### src/rtl/hazard_flush_scheduler.sv
// hazard_flush_scheduler: prioritized pipeline hazard/redirect/interrupt sequencer.
// Ports: clk, reset (async active-low); events load_use, uncond_jump, branch_taken,
// mem_busy, int_req; controls pc_write_en, if_id_write_en, if_id_flush, id_ex_flush,
// pipe_freeze, pc_sel (00 pc+1, 01 jump, 10 branch, 11 vector), int_ack.
module hazard_flush_scheduler #(
  parameter int LU_STALLS    = 1,
  parameter int DRAIN_CYCLES = 3
) (
  input  logic       clk,
  input  logic       reset,
  input  logic       load_use,
  input  logic       uncond_jump,
  input  logic       branch_taken,
  input  logic       mem_busy,
  input  logic       int_req,
  output logic       pc_write_en,
  output logic       if_id_write_en,
  output logic       if_id_flush,
  output logic       id_ex_flush,
  output logic       pipe_freeze,
  output logic [1:0] pc_sel,
  output logic       int_ack
);
  typedef enum logic [1:0] {RUN, LU_STALL, INT_DRAIN, INT_VECTOR} state_t;
  state_t state, state_n;
  logic [3:0] cnt, cnt_n;
  always_ff @(posedge clk or negedge reset)
    if (!reset) begin
      state <= RUN;
      cnt   <= '0;
    end else begin
      state <= state_n;
      cnt   <= cnt_n;
    end
  always_comb begin
    pc_write_en    = 1'b1;
    if_id_write_en = 1'b1;
    if_id_flush    = 1'b0;
    id_ex_flush    = 1'b0;
    pipe_freeze    = 1'b0;
    pc_sel         = 2'b00;
    int_ack        = 1'b0;
    state_n        = state;
    cnt_n          = cnt;
    if (!reset) begin
      pc_write_en    = 1'b0;
      if_id_write_en = 1'b0;
      if_id_flush    = 1'b1;
      id_ex_flush    = 1'b1;
    end else if (mem_busy) begin
      pc_write_en    = 1'b0;
      if_id_write_en = 1'b0;
      pipe_freeze    = 1'b1;
    end else begin
      case (state)
        RUN: begin
          if (branch_taken) begin
            pc_sel      = 2'b10;
            if_id_flush = 1'b1;
            id_ex_flush = 1'b1;
          end else if (uncond_jump) begin
            pc_sel      = 2'b01;
            if_id_flush = 1'b1;
          end else if (load_use) begin
            pc_write_en    = 1'b0;
            if_id_write_en = 1'b0;
            id_ex_flush    = 1'b1;
            if (LU_STALLS > 1) begin
              state_n = LU_STALL;
              cnt_n   = 4'(LU_STALLS - 1);
            end
          end else if (int_req) begin
            state_n = INT_DRAIN;
            cnt_n   = 4'(DRAIN_CYCLES);
          end
        end
        LU_STALL: begin
          if (branch_taken) begin
            pc_sel      = 2'b10;
            if_id_flush = 1'b1;
            id_ex_flush = 1'b1;
            state_n     = RUN;
            cnt_n       = '0;
          end else begin
            pc_write_en    = 1'b0;
            if_id_write_en = 1'b0;
            id_ex_flush    = 1'b1;
            cnt_n          = cnt - 4'd1;
            state_n        = (cnt == 4'd1) ? RUN : LU_STALL;
          end
        end
        INT_DRAIN: begin
          // redirects still update PC so the saved return address is correct
          if (branch_taken) begin
            pc_sel      = 2'b10;
            if_id_flush = 1'b1;
            id_ex_flush = 1'b1;
          end else if (uncond_jump) begin
            pc_sel      = 2'b01;
            if_id_flush = 1'b1;
          end else if (load_use) begin
            pc_write_en    = 1'b0;
            if_id_write_en = 1'b0;
            id_ex_flush    = 1'b1;
          end else begin
            pc_write_en = 1'b0;
            if_id_flush = 1'b1;
          end
          cnt_n   = cnt - 4'd1;
          state_n = (cnt == 4'd1) ? INT_VECTOR : INT_DRAIN;
        end
        default: begin
          pc_sel      = 2'b11;
          if_id_flush = 1'b1;
          int_ack     = 1'b1;
          state_n     = RUN;
        end
      endcase
    end
  end
endmodule

### config.mk
export PLATFORM = sky130hd
export DESIGN_NAME = hazard_flush_scheduler
export DESIGN_NICKNAME = d
export VERILOG_FILES = /design/src/rtl/hazard_flush_scheduler.sv
export SDC_FILE = /design/constraint.sdc
export NUM_CORES = 1
export LEC_CHECK = 0
export CAP_MARGIN = 40
export CORE_AREA = 2 2 41 43
export CTS_CLUSTER_DIAMETER = 50
export DETAILED_ROUTE_END_ITERATION = 10
export DIE_AREA = 0 0 43 45
export HOLD_SLACK_MARGIN = 0.1
export PLACE_DENSITY = 0.66
export SYNTH_ARGS = -nofsm -noshare
export SYNTH_HDL_FRONTEND = slang
export SYNTH_SLANG_ARGS = --single-unit
### constraint.sdc
create_clock -name clk -period 2.35 [get_ports clk]
set_input_delay 0.705 -clock clk [delete_from_list [all_inputs] [get_ports clk]]
set_output_delay 0.705 -clock clk [all_outputs]
set_load 0.05 [all_outputs]
==> flow_metrics.py <==
metrics = {
    "outcome": {
        "status": "finished, final reports clean",
    },
    "sta": {
        "hold_viol_final": 0,
        "timing.hold.ws_ns": 0.5058,
        "max_freq_mhz": 434.0,
        "fin_ws_ns": 0.04585,
        "finalSetupViolCount": 0,
        "fin_setup_tns_ns": 0,
        "slew_headroom_pct": 76.61,
        "worst_pin_slew_ns": 0.3471,
        "fin_crit_ns": 2.304,
        "fin_crit_sh_pct": 98.05,
        "maxSlewViolCount": 0,
        "finClkSkew_ns": 0.001222,
        "grt_setup_unrepaired": "yes",
    },
    "layout": {
        "fin_nets": 113,
        "finalInstanceArea_sq_um": 1036,
        "antenna_cells": 0,
        "drive_gt1_share_pct": 54.64,
        "n_fill_cell": 106,
        "synthToLayoutAreaGrowth_pct": 82.38,
    },
    "logic_synthesis": {
        "synthMuxAreaShare_pct": 1.982,
        "synth_top_area_share_pct": 26.43,
        "synth_seq_cells": 6,
        "seq_area_frac_synth_pct": 26.43,
        "synth.largest_area_cell": "dfrtp_1",
        "synth_warnings": 0,
        "synth.area.top_cells": "dfrtp_1, ha_1, o21ai_0",
        "syn_area_sq_um": 568.0,
        "synth.distinct_cells": 25,
        "synth-simple-area-share_pct": 21.37,
        "synth_area_per_cell_sq_um": 8.354,
        "syn_inst": 68,
        "synth_xor_xnor_area_share_pct": 0,
        "synth_top_family_by_area": "compound AO/OA/AOI/OAI gates",
        "synthAdderAreaFrac_pct": 15.42,
        "synth-compound-area-share_pct": 30.84,
        "syn_nets": 82,
    },
    "cts": {
        "insertion_delay_ns": 0.25,
        "tritoncts": "built",
        "path_clk_slew_ns": 0.04,
        "cts.sinks": 6,
        "root_buffer": "clkbuf_4",
        "ctsLongestPathBuffers": 2,
        "htreeDepth": 1,
        "cts_buffers": 3,
    },
    "routing": {
        "antenna_left": 0,
        "finalWirelength_mm": 1.636,
        "wl_per_cell_um": 14.48,
        "vias": 625,
        "drt_iter0_markers": 19,
        "dr.pass1.iters": 4,
        "via_per_inst": 5.531,
        "drc": 0,
    },
    "worst_setup_path": {
        "crit_chain": "dlygate4sd2_1 -> or2b_4 -> a21oi_4 -> buf_12",
        "arrival_ns": 1.60,
        "startpoint_type": "primary input",
        "max_stage_delay_ns": 0.35,
        "critPathKind": "in2out",
        "critPathRequiredTime_ns": 1.64,
        "end_kind": "output port",
        "crit_path_top_delay_cell": "or2b_4",
        "critPathMaxFanout": 7,
    },
    "global_route": {
        "grt_pass1_vias": 607,
        "grt_use_total_pct": 18.24,
        "grt_pass1_wl_mm": 2.594,
        "antenna_found_initial": 0,
        "grt_max_degree": 10,
        "gr-total-overflow": 0,
    },
    "pwr": {
        "p_leak_nw": 0.4324,
        "p_per_area_nw_per_um2": 949.5,
        "vdd_drop_max_uv": 612.4,
    },
    "worst_hold_path": {
        "hold_class": "in2async",
    },
    "floorplan": {
        "die_h_um": 45,
        "boundaryPins": 15,
        "die_area_sq_um": 1935,
        "start_util_pct": 38.61,
        "core_area_sq_um": 1471,
        "std_cell_rows": 14,
        "die_w_um": 43,
    },
    "placement": {
        "io_buffers": 14,
        "gp_congestion": 0.8285,
        "dp_hpwl_mm": 1.118,
        "place_ws_ns": -0.3047,
        "placed_area_sq_um": 879.6,
    },
    "job": {
        "drv_cap": 0,
    },
}
[metal layers]
metal	track usage, %	part of all wire [%]	vias up
met2	30.61	52	12
met1	22.03	42	301
li1	-	-	306
met3	4.000	2.1	6
met4	9.697	4.2	0
met5	0	0	-
[cells in the mapped netlist]
master / instances
nand2b_1: 1
ha_1: 7
and2_1: 1
a21oi_1: 6
o21ai_1: 1
nand2_1: 5
nor3b_1: 2
a22oi_1: 1
a31oi_1: 2
mux2_2: 1
a22o_1: 3
o21bai_1: 1
a21o_2: 1
a221o_1: 1
a211oi_4: 1
nor2b_1: 1
o21ai_0: 8
o31ai_1: 1
inv_1: 6
nor2_1: 8
nor3_1: 1
and2b_2: 1
dfrtp_1: 6
or2b_4: 1
or4b_4: 1
[worst max-delay path: cells and delay by family]
| family | cells | cell delay, ns |
|---|---|---|
| AOI/OAI and AO/OA | 1 | 0.17 |
| buffers and inverters | 2 | 0.36 |
| and+or+nand+nor | 1 | 0.35 |
[cell type report]
| cell class | count | area, sq um | share of cell area (%) |
|---|---|---|---|
| inverter | 6 | 25.02 | 2.415 |
| multi-input combinational | 56 | 518.0 | 50.00 |
| timing repair buffer | 26 | 297.8 | 28.74 |
| clock buffer | 3 | 22.52 | 2.174 |
| tap | 16 | 20.02 | 1.932 |
| sequential | 6 | 152.6 | 14.73 |
[path summary, 6_finish.rpt]
| check | start | end | slack (ns) | depth (start not counted) |
|---|---|---|---|---|
| worst min-delay path | reset | cnt[3] | 0.51 | 2 |
| worst max register to register | state[0] | cnt[0] | 0.75 | 7 |
| max in group asynchronous | reset | state[1] | 1.70 | 2 |
| worst max-delay path | reset | if_id_write_en | 0.05 | 4 |
| min in group clk | cnt[3] | cnt[3] | 0.54 | 1 |
| worst min register to register | cnt[3] | cnt[3] | 0.54 | 1 |
[layout by cell type (no fill, tap or decap), types with 2 or more instances in the layout]
cell type / instances
a31oi_1: 2
inv_1: 4
o21ai_2: 3
nand2_2: 2
o21ai_1: 2
buf_12: 8
nor3b_1: 2
o21ai_0: 4
dlygate4sd2_1: 2
a22o_1: 3
a21oi_4: 3
a21oi_2: 2
dfrtp_1: 4
clkbuf_4: 3
buf_4: 12
ha_4: 3
nor2_1: 5
ha_1: 3
nor2_4: 3
nand2_1: 3
dfrtp_2: 2
[timing repair]
action                                 4_1_cts  5_1_grt
hold buffers                                 0        0
resized for setup                           26       20
pin swaps                                    1        3
setup endpoints to repair                    8        5
buffers inserted                             0        3
endpoints found under the hold margin        0        0
[power by group]
| part | internal [mW] | switching, mW | total (mW) |
|---|---|---|---|
| logic | 0.337 | 0.352 | 0.689 |
| registers | 0.141 | 0.0578 | 0.199 |
| clock network | 0.0578 | 0.0378 | 0.0956 |
[sequential cells by signal, summed over array words and instances, names as in the netlist]
signal / cells
cnt: 4
state: 2
[through the flow]
step / util [%] / std cells / total power [mW]
after floorplan: - / 68 / 0.4926
after global placement: 59.78 / 107 / 0.6980
after detailed placement: 59.78 / 107 / 0.7173
after CTS: 65.48 / 110 / 0.8686
after global routing: 70.41 / 113 / 1.057
final: 70.41 / 113 / 0.9837
[cells by family (layout without fill, tap and decap cells)]
| logic type | after synthesis | count (layout) |
|---|---|---|
| flops | 6 | 6 |
| buf+inv | 6 | 35 |
| compound gates | 26 | 26 |
| fa+ha+maj | 7 | 7 |
| mux | 1 | 1 |
| simple gates | 22 | 22 |
(Power assumes the default switching activity.)
